File: src/rtl/alu_exec_stage.sv
// Two-stage registered execute pipeline around an external combinational ALU.
// Tracks the architectural flag register and resolves a branch condition per op.
module alu_exec_stage #(
    parameter int unsigned TAG_W = 5
) (
    input  logic              clk,
    input  logic              rst,
    input  logic              in_valid,
    output logic              in_ready,
    input  logic [3:0]        in_ctrl,
    input  logic [31:0]       in_x,
    input  logic [31:0]       in_y,
    input  logic [TAG_W-1:0]  in_tag,
    input  logic              in_setflags,
    input  logic [2:0]        in_cond,
    input  logic              flush,
    output logic [3:0]        alu_ctrl,
    output logic [31:0]       alu_x,
    output logic [31:0]       alu_y,
    input  logic [31:0]       alu_result,
    input  logic              alu_v,
    input  logic              alu_z,
    input  logic              alu_s,
    input  logic              alu_c,
    output logic              out_valid,
    input  logic              out_ready,
    output logic [31:0]       out_result,
    output logic [TAG_W-1:0]  out_tag,
    output logic              out_cond_pass,
    output logic              out_illegal,
    output logic [3:0]        flags_q
);

    localparam int unsigned CTRL_W = 4;
    localparam int unsigned COND_W = 3;
    localparam int unsigned FLAG_W = 4;

    logic               op_valid;
    logic [TAG_W-1:0]   op_tag;
    logic               op_setflags;
    logic [COND_W-1:0]  op_cond;

    logic               adv;
    logic               accept;
    logic               xfer;
    logic               legal;
    logic               flag_wr;
    logic [FLAG_W-1:0]  alu_flags;
    logic [FLAG_W-1:0]  eff_flags;
    logic               cond_pass;

    // Flags are packed {V,Z,S,C}
    function automatic logic cond_eval(input logic [COND_W-1:0] c, input logic [FLAG_W-1:0] f);
        logic v, z, s, cy;
        logic r;
        {v, z, s, cy} = f;
        case (c)
            3'd0:    r = 1'b1;
            3'd1:    r = z;
            3'd2:    r = ~z;
            3'd3:    r = s ^ v;
            3'd4:    r = ~(s ^ v);
            3'd5:    r = cy;
            3'd6:    r = ~cy;
            default: r = 1'b0;
        endcase
        return r;
    endfunction

    // Handshake and transfer qualifiers
    always_comb begin
        adv       = ~out_valid | out_ready;
        in_ready  = (~op_valid | adv) & ~flush;
        accept    = in_valid & in_ready;
        xfer      = op_valid & adv & ~flush;
        legal     = (alu_ctrl >= CTRL_W'(1)) && (alu_ctrl <= CTRL_W'(10));
        flag_wr   = op_setflags & legal;
        alu_flags = {alu_v, alu_z, alu_s, alu_c};
        eff_flags = flag_wr ? alu_flags : flags_q;
        cond_pass = cond_eval(op_cond, eff_flags);
    end

    // OP stage: operand register feeding the ALU
    always_ff @(posedge clk or posedge rst) begin
        if (rst) begin
            op_valid    <= 1'b0;
            alu_ctrl    <= '0;
            alu_x       <= '0;
            alu_y       <= '0;
            op_tag      <= '0;
            op_setflags <= 1'b0;
            op_cond     <= '0;
        end else if (flush) begin
            op_valid <= 1'b0;
        end else if (accept) begin
            op_valid    <= 1'b1;
            alu_ctrl    <= in_ctrl;
            alu_x       <= in_x;
            alu_y       <= in_y;
            op_tag      <= in_tag;
            op_setflags <= in_setflags;
            op_cond     <= in_cond;
        end else if (adv) begin
            op_valid <= 1'b0;
        end
    end

    // WB stage: result register plus architectural flags
    always_ff @(posedge clk or posedge rst) begin
        if (rst) begin
            out_valid     <= 1'b0;
            out_result    <= '0;
            out_tag       <= '0;
            out_cond_pass <= 1'b0;
            out_illegal   <= 1'b0;
            flags_q       <= '0;
        end else if (flush) begin
            out_valid <= 1'b0;
        end else if (adv) begin
            out_valid <= op_valid;
            if (xfer) begin
                out_result    <= legal ? alu_result : 32'd0;
                out_tag       <= op_tag;
                out_cond_pass <= cond_pass;
                out_illegal   <= ~legal;
                if (flag_wr) begin
                    flags_q <= alu_flags;
                end
            end
        end
    end

endmodule
File: config.mk
export PLATFORM = sky130hd
export DESIGN_NAME = alu_exec_stage
export DESIGN_NICKNAME = d
export VERILOG_FILES = /design/src/rtl/alu_exec_stage.sv
export SDC_FILE = /design/constraint.sdc
export NUM_CORES = 1
export LEC_CHECK = 0
export CAP_MARGIN = 20
export CORE_AREA = 2 2 130 107
export DETAILED_ROUTE_END_ITERATION = 16
export DIE_AREA = 0 0 132 109
export PLACE_DENSITY_LB_ADDON = 0.15
export SLEW_MARGIN = 25
export SYNTH_ARGS = -nofsm -noshare
export SYNTH_HDL_FRONTEND = slang
export SYNTH_SLANG_ARGS = --single-unit
File: constraint.sdc
create_clock -name clk -period 3.9 [get_ports clk]
set_input_delay 0.975 -clock clk [delete_from_list [all_inputs] [get_ports clk]]
set_output_delay 0.975 -clock clk [all_outputs]
set_load 0.005 [all_outputs]
* Word-level counts from Yosys, hierarchy flattened
Cells that the tools add are included.
** Operators by class
- Add/subtract/negate cells :: 0
- Multipliers :: 0
- Divide/modulo/power cells :: 0
- Magnitude comparators :: 2
- Equal/unequal tests :: 6
- Shifts and indexed selects :: 0
- Mux-type cells :: 8
- Bitwise operators :: 15
- Reductions and logical operators :: 6
** Operators with widths (number)
- 32-bit 2-to-1 mux :: 1
- 3-bit == test (second input constant) :: 3
- 1-bit NOT :: 7
- 1-bit one-hot mux with 7 select lines :: 1
- 3-bit by 2-bit == test with 1-bit output (second input constant) :: 2
- 1-bit AND :: 5
- 1-bit 2-to-1 mux :: 5
- 4-bit by 1-bit greater-or-equal comparator with 1-bit output (second input constant) :: 1
- 4-bit <= comparator (second input constant) :: 1
- 4-bit 2-to-1 mux :: 1
- 3-bit by 1-bit == test with 1-bit output (second input constant) :: 1
- 3-bit zero test :: 1
- 3-bit AND reduction :: 1
- 3-bit nonzero test :: 1
- 1-bit OR :: 2
- 2-bit AND reduction :: 1
- 2-bit nonzero test :: 1
- 1-bit logical AND :: 1
- 1-bit XOR :: 1
** Storage, ports and cells
- Register bits :: 122
- Bits in latches :: 0
- Memory bits (writable) :: 0
- Bits in read-only memories :: 0
- Output and inout port bits :: 113
- Logic and storage cells :: 50
- Memories kept :: 0

* Logic depth before layout (Yosys ltp)
Gate-level depths: netlist (run 1).
- Word-level depth :: 7
- Depth in mapped cells :: 7
- Mapped depth without buffers :: 5

* Worst setup path before layout (run 1)
Ideal clock, no wire load.
- Kind :: input -> register
- Start point :: input out_ready
- End point :: register alu_ctrl[0]
- Arrival time :: 2214 ps
- Data required time :: 3775 ps
- Setup slack :: 1561 ps
- Stages on the path :: 6
- Cell sequence :: nor2b_1 -> a21oi_1 -> nand2_1 -> buf_2 -> buf_2 -> mux2_2
** On the way
- Longest elaborated chain between the ends :: 5
** RTL lines
- start: declaration :: RTL line 26 : input logic out_ready,
- 1-bit OR :: RTL line 72 : adv = ~out_valid | out_ready;
- 1-bit OR :: RTL line 73 : in_ready = (~op_valid | adv) & ~flush;
- 1-bit AND :: RTL line 73
- net in_ready :: RTL line 9 : output logic in_ready,
- 1-bit AND :: RTL line 74 : accept = in_valid & in_ready;
- 2-bit AND reduction (no source line)
- end signal: assignment :: RTL line 97 : alu_ctrl <= in_ctrl;
- end: declaration :: RTL line 17 : output logic [3:0] alu_ctrl,
The timed path passes the listed nets, and every way through them passes these cells.
A chain may end at the register's enable or synchronous reset.

* Final worst setup path (run 1)
- Start point :: input out_ready
- End point :: output in_ready
** On the way
- Longest elaborated chain between the ends :: 3
** RTL lines (RTL line)
- 1-bit OR :: 72
- 1-bit OR :: 73
- 1-bit AND :: 73
- end: declaration :: 9
No other way between the ends.

==> results of run 1 <==
==> per-layer routing <==
metal,vias to the layer above,part of all wire [%]
met5,-,0
met4,0,2.1
met3,20,9.2
met2,160,46
met1,1708,43
li1,1565,-
==> cell type report <==
cell class	instances	area [um2]	area share, %
sequential	122	3050	39.2
timing repair buffer	237	2380	30.5
multi-input combinational	160	1510	19.3
clock buffer	23	498	6.39
tap	180	225	2.89
clock inverter	9	113	1.45
inverter	3	15.0	0.193
==> sequential cells by signal, summed over array words and instances, names as in the netlist <==
signal / count
alu_x: 32
flags_q: 4
op_tag: 5
alu_ctrl: 4
op_setflags: 1
op_cond: 3
out_result: 32
out_valid: 1
op_valid: 1
out_illegal: 1
out_cond_pass: 1
alu_y: 32
out_tag: 5
==> cell families (layout without fill, tap and decap cells) <==
family,Yosys count,in the layout,share of synthesized area (%)
compound gates,42,42,8.09
xor+xnor,2,2,0.379
simple gates,31,31,3.19
flops,122,122,66.0
buf+inv,19,272,1.78
mux,85,85,20.6
==> final timing paths <==
check                                end  slack, ns  cells past startpoint
min in group asynchronous       alu_y[6]       1.05                      3
hold / removal                out_tag[4]       0.46                      2
setup reg to reg           out_result[9]       1.75                      5
max in group asynchronous      alu_y[22]       2.29                      3
hold reg to reg               out_tag[4]       0.46                      2
setup / recovery                in_ready       0.57                      4
==> cells in the final DEF, fill, tap and decap left out, types with 3 or more instances in the layout <==
| cell type | n |
|---|---|
| sky130_fd_sc_hd__a21oi_1 | 3 |
| sky130_fd_sc_hd__nor2_1 | 4 |
| sky130_fd_sc_hd__mux2i_1 | 4 |
| sky130_fd_sc_hd__clkinvlp_4 | 5 |
| sky130_fd_sc_hd__a22o_1 | 32 |
| sky130_fd_sc_hd__clkdlybuf4s50_1 | 230 |
| sky130_fd_sc_hd__dfrtp_1 | 122 |
| sky130_fd_sc_hd__nand2_1 | 18 |
| sky130_fd_sc_hd__clkbuf_16 | 17 |
| sky130_fd_sc_hd__buf_4 | 5 |
| sky130_fd_sc_hd__clkbuf_8 | 5 |
| sky130_fd_sc_hd__mux2_2 | 81 |
==> metrics by stage <==
stage | hold WS [ns] | worst slack (ns) | instances | cell area (um2) | util [%]
after global routing | 0.505 | 0.487 | 734 | 7790 | 59.1
after floorplan | 0.433 | 1.43 | 301 | 4630 | -
after CTS | 0.470 | 0.563 | 734 | 7790 | 59.1
after detailed placement | 0.456 | 0.575 | 702 | 7180 | 54.5
after global placement | 0.444 | 0.563 | 702 | 7180 | 54.5
final | 0.464 | 0.566 | 734 | 7790 | 59.1
==> worst max-delay path, stage by stage <==
cell and delay [ns]:
sky130_fd_sc_hd__clkdlybuf4s50_1 0.45, sky130_fd_sc_hd__nor2b_1 0.07, sky130_fd_sc_hd__a21oi_1 0.29, sky130_fd_sc_hd__clkdlybuf4s50_1 0.57
==> power by group through the flow <==
stage               Combinational, uW  Sequential, uW  Clock (uW)
global placement                  953            1640           0
floorplan                         310            1660           0
finish                            955            1640        1570
detailed placement                967            1660           0
CTS                               972            1640        1620
global route                     1030            1670        1690
==> flow_results.xml, run 1 <==
<?xml version="1.0" encoding="UTF-8"?>
<metrics>
  <group name="synth">
    <metric name="synth_seq_cells" unit="">122</metric>
    <metric name="post_synth_inst_count" unit="">301</metric>
    <metric name="synth-edff-count" unit="">0</metric>
    <metric name="post_synth_main_area_contributors" unit="">sky130_fd_sc_hd__dfrtp_1, sky130_fd_sc_hd__mux2_2, sky130_fd_sc_hd__a22o_1</metric>
    <metric name="share_of_yosys_cell_area_claimed_by_the_top_area_cell_type" unit="%">66.0</metric>
    <metric name="synth_warnings" unit="">0</metric>
    <metric name="ys_dominant_reg_cell" unit="">sky130_fd_sc_hd__dfrtp_1</metric>
    <metric name="yosysTopAreaCell" unit="">sky130_fd_sc_hd__dfrtp_1</metric>
    <metric name="synth_area_per_cell" unit="um2">15.4</metric>
    <metric name="post_synthesis_sequential_area_ratio" unit="%">66.0</metric>
    <metric name="synth.net_count" unit="">419</metric>
    <metric name="async_reset_ff_share" unit="%">100</metric>
    <metric name="ys_types" unit="">24</metric>
    <metric name="yosysMostFrequentCell" unit="">sky130_fd_sc_hd__dfrtp_1</metric>
    <metric name="post_synth_most_frequent_cells" unit="">sky130_fd_sc_hd__dfrtp_1, sky130_fd_sc_hd__mux2_2, sky130_fd_sc_hd__a22o_1</metric>
    <metric name="post_synth_design_cell_area" unit="um2">4630</metric>
  </group>
  <group name="clock_network">
    <metric name="cts_resized" unit="">0</metric>
    <metric name="path_clk_slew" unit="ns">0.05</metric>
    <metric name="worst_skew_pair.late_latency" unit="ns">0.40</metric>
    <metric name="clock_path_buffers" unit="">2</metric>
    <metric name="ctsHtreeMaxLevel" unit="">4</metric>
    <metric name="cts-hold-fix-buffers" unit="">0</metric>
    <metric name="cts_sinks" unit="">122</metric>
    <metric name="tritoncts.num_buffers" unit="">17</metric>
    <metric name="clk_root_buffer_cell" unit="">sky130_fd_sc_hd__clkbuf_16</metric>
    <metric name="post_cts.repair.setup_buffers" unit="">0</metric>
    <metric name="tritoncts" unit="">done</metric>
  </group>
  <group name="status">
    <metric name="outcome" unit="">completed</metric>
  </group>
  <group name="power">
    <metric name="cellInternalPower" unit="uW">3190</metric>
    <metric name="power.density_cell_area" unit="nW/um2">535</metric>
    <metric name="switchingPower" unit="uW">974</metric>
    <metric name="p_sw_share" unit="%">23.4</metric>
    <metric name="power_leakage" unit="uW">0.00328</metric>
    <metric name="p_comb_share" unit="%">22.9</metric>
    <metric name="ir_drop" unit="mV">0.353</metric>
    <metric name="p_clk_share" unit="%">37.8</metric>
    <metric name="power" unit="uW">4160</metric>
    <metric name="p_seq_share" unit="%">39.3</metric>
  </group>
  <group name="die">
    <metric name="horiz_die_dim" unit="um">132</metric>
    <metric name="core_region_area" unit="um2">13200</metric>
    <metric name="ioPinCount" unit="">231</metric>
    <metric name="fp.dieArea" unit="um2">14400</metric>
    <metric name="std_cell_rows" unit="">38</metric>
    <metric name="start_util" unit="%">35.1</metric>
    <metric name="floorplan.die.height" unit="um">109</metric>
  </group>
  <group name="drt">
    <metric name="detail_route.iter0.violations" unit="">135</metric>
    <metric name="detailroute.via_count" unit="">3453</metric>
    <metric name="remaining_drc_errors" unit="">0</metric>
    <metric name="router_iterations_before_antenna_repair" unit="">6</metric>
    <metric name="route.detailed.vias_per_inst" unit="">4.70</metric>
    <metric name="routed_wire_length_per_instance" unit="um">16.4</metric>
    <metric name="drt-total-wl" unit="um">12000</metric>
    <metric name="route.antenna.remaining_nets" unit="">0</metric>
  </group>
  <group name="global_routing">
    <metric name="pin_count_of_the_biggest_net_entering_global_routing" unit="">73</metric>
    <metric name="grt_antenna_before_repair" unit="">0</metric>
    <metric name="grt.met1_usage" unit="%">21.2</metric>
    <metric name="busiest_layer" unit="">met2</metric>
    <metric name="globalRouteTotalUtil" unit="%">17.4</metric>
    <metric name="first_global_vias" unit="">3634</metric>
    <metric name="globalRouteOverflowTotal" unit="">0</metric>
    <metric name="grt_first_pass_wirelength" unit="um">19300</metric>
    <metric name="met2_layer_usage_reported_by_global_route" unit="%">26.8</metric>
    <metric name="global_route_track_usage_on_met3" unit="%">8.04</metric>
  </group>
  <group name="timing">
    <metric name="totalNegativeSetupSlack" unit="ns">0</metric>
    <metric name="final.period_utilization" unit="%">85.5</metric>
    <metric name="fmax" unit="MHz">300</metric>
    <metric name="worstMarginPinSlew" unit="ns">0.630</metric>
    <metric name="report.final.setup_viol" unit="">0</metric>
    <metric name="max_transition_viols_final" unit="">0</metric>
    <metric name="clock_skew" unit="ns">0.00443</metric>
    <metric name="finalWorstPathRequiredPeriod" unit="ns">3.33</metric>
    <metric name="hold_viol_final" unit="">0</metric>
    <metric name="maxSlewHeadroom" unit="%">58.0</metric>
    <metric name="grt_setup_unrepaired" unit="">false</metric>
  </group>
  <group name="worst_setup_path">
    <metric name="r2r-start" unit="">out_valid</metric>
    <metric name="classification_of_the_worst_setup_path" unit="">in -&gt; out</metric>
    <metric name="worst_setup_path_startpoint" unit="">out_ready</metric>
    <metric name="timing.critical_path.from_type" unit="">primary input</metric>
    <metric name="crit_arrival" unit="ns">2.36</metric>
    <metric name="worstSetupEndpointType" unit="">output pin</metric>
    <metric name="worstPathMaxFanout" unit="">5</metric>
    <metric name="critical_path_required_time" unit="ns">2.92</metric>
  </group>
  <group name="final_layout">
    <metric name="area_growth" unit="%">68.4</metric>
    <metric name="inserted_diodes" unit="">0</metric>
    <metric name="fill_cells" unit="">1066</metric>
    <metric name="finalNetCount" unit="">659</metric>
    <metric name="share_of_post_route_cells_with_drive_strength_above_1" unit="%">22.9</metric>
  </group>
  <group name="min_path">
    <metric name="holdCritPathClass" unit="">reg -&gt; reg</metric>
    <metric name="worst_hold_startpoint" unit="">op_tag[4]</metric>
  </group>
  <group name="job">
    <metric name="timing.max_cap.violations" unit="">0</metric>
  </group>
  <group name="place">
    <metric name="io_buffer_count" unit="">230</metric>
    <metric name="estimated_wirelength_of_the_detail_placed_design" unit="um">8650</metric>
    <metric name="place_congestion" unit="">0.745</metric>
  </group>
</metrics>
No activity file was read; power rests on OpenSTA's default activity.
==> inputs of run 2 (changes only) <==
==> constraint.sdc (replaced) <==
create_clock -name clk -period 3.9 [get_ports clk]
set_input_delay 0.78 -clock clk [delete_from_list [all_inputs] [get_ports clk]]
set_output_delay 0.78 -clock clk [all_outputs]
set_load 0.005 [all_outputs]
==> run 2 against run 1 <==
Critical path depth is the same. Sequential share of layout area grew 0.53 points. Die area is the same. Clock power shrank 9.6%. Register-to-register slack lost 0.16 ns. Utilization shrank 0.79 points. Fmax grew 13%. Sequential cell count is the same. Critical path type unchanged. Largest cell class unchanged.
==> flow_results.xml, run 2 (synthesized netlist as in run 1, its figures left out) <==
<?xml version="1.0" encoding="UTF-8"?>
<metrics>
  <group name="drt">
    <metric name="detailroute.via_count" unit="">3445</metric>
    <metric name="detail_route.iter0.violations" unit="">115</metric>
    <metric name="drt-total-wl" unit="um">12000</metric>
    <metric name="remaining_drc_errors" unit="">0</metric>
    <metric name="route.detailed.vias_per_inst" unit="">4.73</metric>
    <metric name="router_iterations_before_antenna_repair" unit="">5</metric>
    <metric name="routed_wire_length_per_instance" unit="um">16.5</metric>
    <metric name="route.antenna.remaining_nets" unit="">0</metric>
  </group>
  <group name="clock_network">
    <metric name="ctsHtreeMaxLevel" unit="">4</metric>
    <metric name="worst_skew_pair.late_latency" unit="ns">0.41</metric>
    <metric name="clock_path_buffers" unit="">2</metric>
    <metric name="cts_sinks" unit="">122</metric>
    <metric name="tritoncts" unit="">done</metric>
    <metric name="cts-hold-fix-buffers" unit="">0</metric>
    <metric name="post_cts.repair.setup_buffers" unit="">0</metric>
    <metric name="tritoncts.num_buffers" unit="">17</metric>
    <metric name="clk_root_buffer_cell" unit="">sky130_fd_sc_hd__clkbuf_16</metric>
    <metric name="cts_resized" unit="">0</metric>
    <metric name="path_clk_slew" unit="ns">0.05</metric>
  </group>
  <group name="worst_setup_path">
    <metric name="worstPathMaxFanout" unit="">5</metric>
    <metric name="worstPathBufferInverterCount" unit="">2</metric>
    <metric name="classification_of_the_worst_setup_path" unit="">in -&gt; out</metric>
    <metric name="crit_arrival" unit="ns">2.18</metric>
    <metric name="path_common_cell" unit="">sky130_fd_sc_hd__clkdlybuf4s50_1</metric>
    <metric name="timing.critical_path.from_type" unit="">primary input</metric>
    <metric name="worst-r2r-cell-count" unit="">5</metric>
    <metric name="register_to_register_path_setup_slack" unit="ns">1.59</metric>
    <metric name="worst_path_max_delay_cell" unit="">sky130_fd_sc_hd__clkdlybuf4s50_1</metric>
    <metric name="worstSetupEndpointType" unit="">output pin</metric>
    <metric name="critical_path.reg2reg.endpoint" unit="">out_result[13]</metric>
    <metric name="crit_chain" unit="">clkdlybuf4s50_1, nor2b_1, a21oi_1, clkdlybuf4s50_1</metric>
    <metric name="r2r-start" unit="">out_valid</metric>
    <metric name="path_delay_family" unit="">buffers and inverters</metric>
    <metric name="crit_path_max_incr_delay" unit="ns">0.57</metric>
    <metric name="critical_path_required_time" unit="ns">3.12</metric>
  </group>
  <group name="final_layout">
    <metric name="share_of_post_route_cells_with_drive_strength_above_1" unit="%">21.7</metric>
    <metric name="inserted_diodes" unit="">0</metric>
    <metric name="fin_util" unit="%">58.4</metric>
    <metric name="area_growth" unit="%">66.1</metric>
    <metric name="layout_top_registers" unit="">alu_x (32), alu_y (32), out_result (32)</metric>
    <metric name="final_common_cell" unit="">sky130_fd_sc_hd__clkdlybuf4s50_1</metric>
    <metric name="layout_common_cells" unit="">sky130_fd_sc_hd__clkdlybuf4s50_1, sky130_fd_sc_hd__dfrtp_1, sky130_fd_sc_hd__mux2_2, sky130_fd_sc_hd__a22o_1, sky130_fd_sc_hd__nand2_1</metric>
    <metric name="finalNetCount" unit="">655</metric>
  </group>
  <group name="die">
    <metric name="fp.dieArea" unit="um2">14400</metric>
    <metric name="start_util" unit="%">35.1</metric>
    <metric name="horiz_die_dim" unit="um">132</metric>
    <metric name="std_cell_rows" unit="">38</metric>
    <metric name="ioPinCount" unit="">231</metric>
    <metric name="core_region_area" unit="um2">13200</metric>
    <metric name="floorplan.die.height" unit="um">109</metric>
  </group>
  <group name="power">
    <metric name="power_leakage" unit="uW">0.00323</metric>
    <metric name="ir_drop" unit="mV">0.295</metric>
    <metric name="power.density_cell_area" unit="nW/um2">522</metric>
  </group>
  <group name="min_path">
    <metric name="holdPathStages" unit="">2</metric>
    <metric name="worst_hold_startpoint" unit="">op_tag[3]</metric>
    <metric name="whs_endpoint" unit="">out_tag[3]</metric>
    <metric name="holdCritPathClass" unit="">reg -&gt; reg</metric>
  </group>
  <group name="timing">
    <metric name="report.final.setup_viol" unit="">0</metric>
    <metric name="maxSlewHeadroom" unit="%">37.0</metric>
    <metric name="timing.final.ws_setup" unit="ns">0.943</metric>
    <metric name="totalNegativeSetupSlack" unit="ns">0</metric>
    <metric name="fmax" unit="MHz">338</metric>
    <metric name="final.period_utilization" unit="%">75.8</metric>
    <metric name="max_transition_viols_final" unit="">0</metric>
    <metric name="hold_viol_final" unit="">0</metric>
    <metric name="worstMarginPinSlew" unit="ns">0.943</metric>
    <metric name="finalWorstPathRequiredPeriod" unit="ns">2.96</metric>
    <metric name="grt_setup_unrepaired" unit="">false</metric>
    <metric name="clock_skew" unit="ns">0.00430</metric>
  </group>
  <group name="global_routing">
    <metric name="first_global_vias" unit="">3421</metric>
    <metric name="grt_antenna_before_repair" unit="">0</metric>
    <metric name="grt_first_pass_wirelength" unit="um">18900</metric>
    <metric name="globalRouteTotalUtil" unit="%">17.1</metric>
    <metric name="globalRouteOverflowTotal" unit="">0</metric>
    <metric name="pin_count_of_the_biggest_net_entering_global_routing" unit="">123</metric>
  </group>
  <group name="place">
    <metric name="place_congestion" unit="">0.750</metric>
    <metric name="io_buffer_count" unit="">230</metric>
    <metric name="estimated_wirelength_of_the_detail_placed_design" unit="um">8380</metric>
    <metric name="place_ws" unit="ns">0.814</metric>
  </group>
  <group name="status">
    <metric name="outcome" unit="">completed</metric>
  </group>
  <group name="job">
    <metric name="timing.max_cap.violations" unit="">0</metric>
  </group>
</metrics>
[run 2: stage by stage]
stage | instance area (um2) | total power [uW] | hold slack, ns | cells
6_report | 7690 | 4010 | 0.462 | 728
5_1_grt | 7690 | 4230 | 0.499 | 728
4_1_cts | 7690 | 4070 | 0.470 | 728
3_5_place_dp | 7150 | 2620 | 0.455 | 698
3_3_place_gp | 7150 | 2590 | 0.443 | 698
2_1_floorplan | 4630 | 1970 | 0.433 | 301
[run 2: final cells by class]
type | count | area [um2]
multi-input combinational | 160 | 1510
clock buffer | 22 | 464
inverter | 3 | 15.0
timing repair buffer | 233 | 2350
fill | 1064 | 5480
clock inverter | 8 | 72.6
sequential | 122 | 3050
tap | 180 | 225
[run 2: worst max path at each step]
stage,cells after the start,end,startpoint
after global placement,6,out_result[1],out_ready
final,4,in_ready,out_ready
after CTS,4,in_ready,out_ready
after global routing,4,in_ready,out_ready
after floorplan,1,alu_ctrl[0],rst
after detailed placement,5,out_result[5],flush
[run 2: report_power, final]
part | total, uW | leakage [uW] | switching, uW | internal [uW]
Sequential | 1640 | 0.00148 | 140 | 1500
Clock | 1420 | 0.000258 | 529 | 896
Combinational | 952 | 0.00149 | 288 | 664
Total | 4010 | 0.00323 | 957 | 3060
[run 2: tightest hold or removal path: stages, from the launching register on]
cell	delay [ns]
sky130_fd_sc_hd__dfrtp_1	0.33
sky130_fd_sc_hd__nand2_1	0.05
sky130_fd_sc_hd__nand2_1	0.05
[run 2: metal layers]
layer	GRT usage (%)	wire, um	vias to the layer above
met5	0	0	-
li1	-	-	1552
met3	7.72	1210	21
met2	26.2	5520	175
met4	7.14	218	0
met1	21.2	5090	1697
==> inputs of run 3 (changes only) <==
==> constraint.sdc (replaced) <==
create_clock -name clk -period 3.1 [get_ports clk]
set_input_delay 0.62 -clock clk [delete_from_list [all_inputs] [get_ports clk]]
set_output_delay 0.62 -clock clk [all_outputs]
set_load 0.005 [all_outputs]
==> run 3 against run 2 <==
Clock-buffer cell count down 2. Largest cell class unchanged. Non-clock buffer count increased by 4. Register-to-register slack worse by 0.49 ns. Worst setup slack worse by 0.49 ns. Clock skew is 0.0044 ns higher. Sequential power grew 25%.
==> flow_results.xml, run 3 (synthesized netlist as in run 1, its figures left out) <==
<?xml version="1.0" encoding="UTF-8"?>
<metrics>
  <group name="final_layout">
    <metric name="fill_cells" unit="">1029</metric>
    <metric name="fin_util" unit="%">59.3</metric>
    <metric name="area_growth" unit="%">68.8</metric>
    <metric name="inserted_diodes" unit="">0</metric>
    <metric name="final_common_cell" unit="">sky130_fd_sc_hd__clkdlybuf4s50_1</metric>
    <metric name="layout_top_registers" unit="">alu_x (32), alu_y (32), out_result (32)</metric>
    <metric name="share_of_post_route_cells_with_drive_strength_above_1" unit="%">22.9</metric>
    <metric name="layout_common_cells" unit="">sky130_fd_sc_hd__clkdlybuf4s50_1, sky130_fd_sc_hd__dfrtp_1, sky130_fd_sc_hd__mux2_2, sky130_fd_sc_hd__a22o_1, sky130_fd_sc_hd__nand2_1</metric>
    <metric name="finalNetCount" unit="">659</metric>
  </group>
  <group name="worst_setup_path">
    <metric name="worstPathMaxFanout" unit="">5</metric>
    <metric name="path_delay_family" unit="">buffers and inverters</metric>
    <metric name="crit_chain" unit="">clkdlybuf4s50_1, nor2b_1, a21oi_1, clkdlybuf4s50_1</metric>
    <metric name="critical_path_required_time" unit="ns">2.48</metric>
    <metric name="worst_path_max_delay_cell" unit="">sky130_fd_sc_hd__clkdlybuf4s50_1</metric>
    <metric name="crit_arrival" unit="ns">2.02</metric>
    <metric name="r2r-start" unit="">alu_ctrl[0]</metric>
    <metric name="crit_path_max_incr_delay" unit="ns">0.57</metric>
    <metric name="worst-r2r-cell-count" unit="">5</metric>
    <metric name="register_to_register_path_setup_slack" unit="ns">1.10</metric>
    <metric name="path_common_cell" unit="">sky130_fd_sc_hd__clkdlybuf4s50_1</metric>
    <metric name="critical_path.reg2reg.endpoint" unit="">out_cond_pass</metric>
    <metric name="worstSetupEndpointType" unit="">output pin</metric>
    <metric name="timing.critical_path.from_type" unit="">primary input</metric>
    <metric name="classification_of_the_worst_setup_path" unit="">in -&gt; out</metric>
    <metric name="total_number_of_cells_along_the_worst_setup_path" unit="">4</metric>
    <metric name="worstPathBufferInverterCount" unit="">2</metric>
  </group>
  <group name="die">
    <metric name="core_region_area" unit="um2">13200</metric>
    <metric name="std_cell_rows" unit="">38</metric>
    <metric name="ioPinCount" unit="">231</metric>
    <metric name="floorplan.die.height" unit="um">109</metric>
    <metric name="start_util" unit="%">35.1</metric>
    <metric name="fp.dieArea" unit="um2">14400</metric>
    <metric name="horiz_die_dim" unit="um">132</metric>
  </group>
  <group name="clock_network">
    <metric name="worst_skew_pair.late_latency" unit="ns">0.41</metric>
    <metric name="cts_sinks" unit="">122</metric>
    <metric name="cts_resized" unit="">0</metric>
    <metric name="clk_root_buffer_cell" unit="">sky130_fd_sc_hd__clkbuf_16</metric>
    <metric name="ctsHtreeMaxLevel" unit="">4</metric>
    <metric name="tritoncts" unit="">done</metric>
    <metric name="clock_path_buffers" unit="">2</metric>
    <metric name="tritoncts.num_buffers" unit="">17</metric>
    <metric name="post_cts.repair.setup_buffers" unit="">0</metric>
    <metric name="cts-hold-fix-buffers" unit="">0</metric>
    <metric name="path_clk_slew" unit="ns">0.06</metric>
  </group>
  <group name="job">
    <metric name="timing.max_cap.violations" unit="">0</metric>
  </group>
  <group name="global_routing">
    <metric name="globalRouteOverflowTotal" unit="">0</metric>
    <metric name="grt.met1_usage" unit="%">21.2</metric>
    <metric name="first_global_vias" unit="">3662</metric>
    <metric name="pin_count_of_the_biggest_net_entering_global_routing" unit="">52</metric>
    <metric name="globalRouteTotalUtil" unit="%">17.3</metric>
    <metric name="grt_antenna_before_repair" unit="">0</metric>
    <metric name="grt_first_pass_wirelength" unit="um">19100</metric>
    <metric name="busiest_layer" unit="">met2</metric>
    <metric name="met2_layer_usage_reported_by_global_route" unit="%">26.8</metric>
    <metric name="global_route_track_usage_on_met3" unit="%">8.14</metric>
  </group>
  <group name="timing">
    <metric name="final.period_utilization" unit="%">85.2</metric>
    <metric name="maxSlewHeadroom" unit="%">51.7</metric>
    <metric name="finalWorstPathRequiredPeriod" unit="ns">2.64</metric>
    <metric name="hold_viol_final" unit="">0</metric>
    <metric name="max_transition_viols_final" unit="">0</metric>
    <metric name="totalNegativeSetupSlack" unit="ns">0</metric>
    <metric name="report.final.setup_viol" unit="">0</metric>
    <metric name="clock_skew" unit="ns">0.00874</metric>
    <metric name="fmax" unit="MHz">378</metric>
    <metric name="worstMarginPinSlew" unit="ns">0.723</metric>
    <metric name="timing.final.ws_setup" unit="ns">0.458</metric>
    <metric name="grt_setup_unrepaired" unit="">false</metric>
  </group>
  <group name="power">
    <metric name="power_leakage" unit="uW">0.00330</metric>
    <metric name="power.density_cell_area" unit="nW/um2">673</metric>
    <metric name="ir_drop" unit="mV">0.413</metric>
    <metric name="power" unit="uW">5250</metric>
  </group>
  <group name="drt">
    <metric name="detailroute.via_count" unit="">3461</metric>
    <metric name="route.antenna.remaining_nets" unit="">0</metric>
    <metric name="remaining_drc_errors" unit="">0</metric>
    <metric name="routed_wire_length_per_instance" unit="um">16.3</metric>
    <metric name="route.detailed.vias_per_inst" unit="">4.72</metric>
    <metric name="drt-total-wl" unit="um">11900</metric>
    <metric name="router_iterations_before_antenna_repair" unit="">4</metric>
    <metric name="detail_route.iter0.violations" unit="">156</metric>
  </group>
  <group name="min_path">
    <metric name="worst_hold_startpoint" unit="">op_tag[0]</metric>
    <metric name="holdPathStages" unit="">2</metric>
    <metric name="holdCritPathClass" unit="">reg -&gt; reg</metric>
    <metric name="whs_endpoint" unit="">out_tag[0]</metric>
  </group>
  <group name="place">
    <metric name="place_congestion" unit="">0.772</metric>
    <metric name="io_buffer_count" unit="">230</metric>
    <metric name="estimated_wirelength_of_the_detail_placed_design" unit="um">8590</metric>
    <metric name="place_ws" unit="ns">0.467</metric>
  </group>
  <group name="status">
    <metric name="outcome" unit="">completed</metric>
  </group>
</metrics>
-- run 3: where the power goes --
| part | switching (uW) | internal [uW] | leakage, uW |
|---|---|---|---|
| clock | 691 | 1300 | 0.000296 |
| combinational | 365 | 843 | 0.00152 |
| sequential | 169 | 1880 | 0.00148 |
| total | 1230 | 4030 | 0.00330 |
-- run 3: per-stage QoR --
stage / hold WS (ns) / cell area, um2 / std cells
2_1_floorplan: 0.433 / 4630 / 301
3_3_place_gp: 0.443 / 7200 / 702
3_5_place_dp: 0.453 / 7200 / 702
4_1_cts: 0.469 / 7810 / 734
5_1_grt: 0.486 / 7810 / 734
6_report: 0.460 / 7810 / 734
-- run 3: layout make-up --
class                           instances  area (um2)  share of cell area [%]
Tap cell                              180         225                    2.88
Clock buffer                           20         457                    5.85
Timing Repair Buffer                  237        2400                    30.8
Clock inverter                         12         148                    1.89
Sequential cell                       122        3050                    39.1
Multi-Input combinational cell        160        1510                    19.3
Inverter                                3        15.0                   0.192
-- run 3: per-layer routing --
layer	vias to the layer above	wire length (um)
met3	20	1120
met1	1711	5040
met4	0	214
met2	162	5560
li1	1568	-
met5	-	0
-- run 3: how the worst max path moves through the flow --
stage              start          end  slack, ns
5_1_grt        out_ready     in_ready       0.37
3_5_place_dp   out_ready     in_ready       0.47
4_1_cts        out_ready     in_ready       0.46
6_report       out_ready     in_ready       0.46
2_1_floorplan        rst  alu_ctrl[0]       0.98
3_3_place_gp   out_ready     in_ready       0.47
-- run 3: worst register-to-register path, stage by stage, from the launching register on --
cell and delay, ns:
sky130_fd_sc_hd__dfrtp_1 0.42, sky130_fd_sc_hd__nor4_2 0.62, sky130_fd_sc_hd__a211oi_4 0.15, sky130_fd_sc_hd__mux2i_1 0.16
sky130_fd_sc_hd__a311o_1 0.34, sky130_fd_sc_hd__o31ai_2 0.23
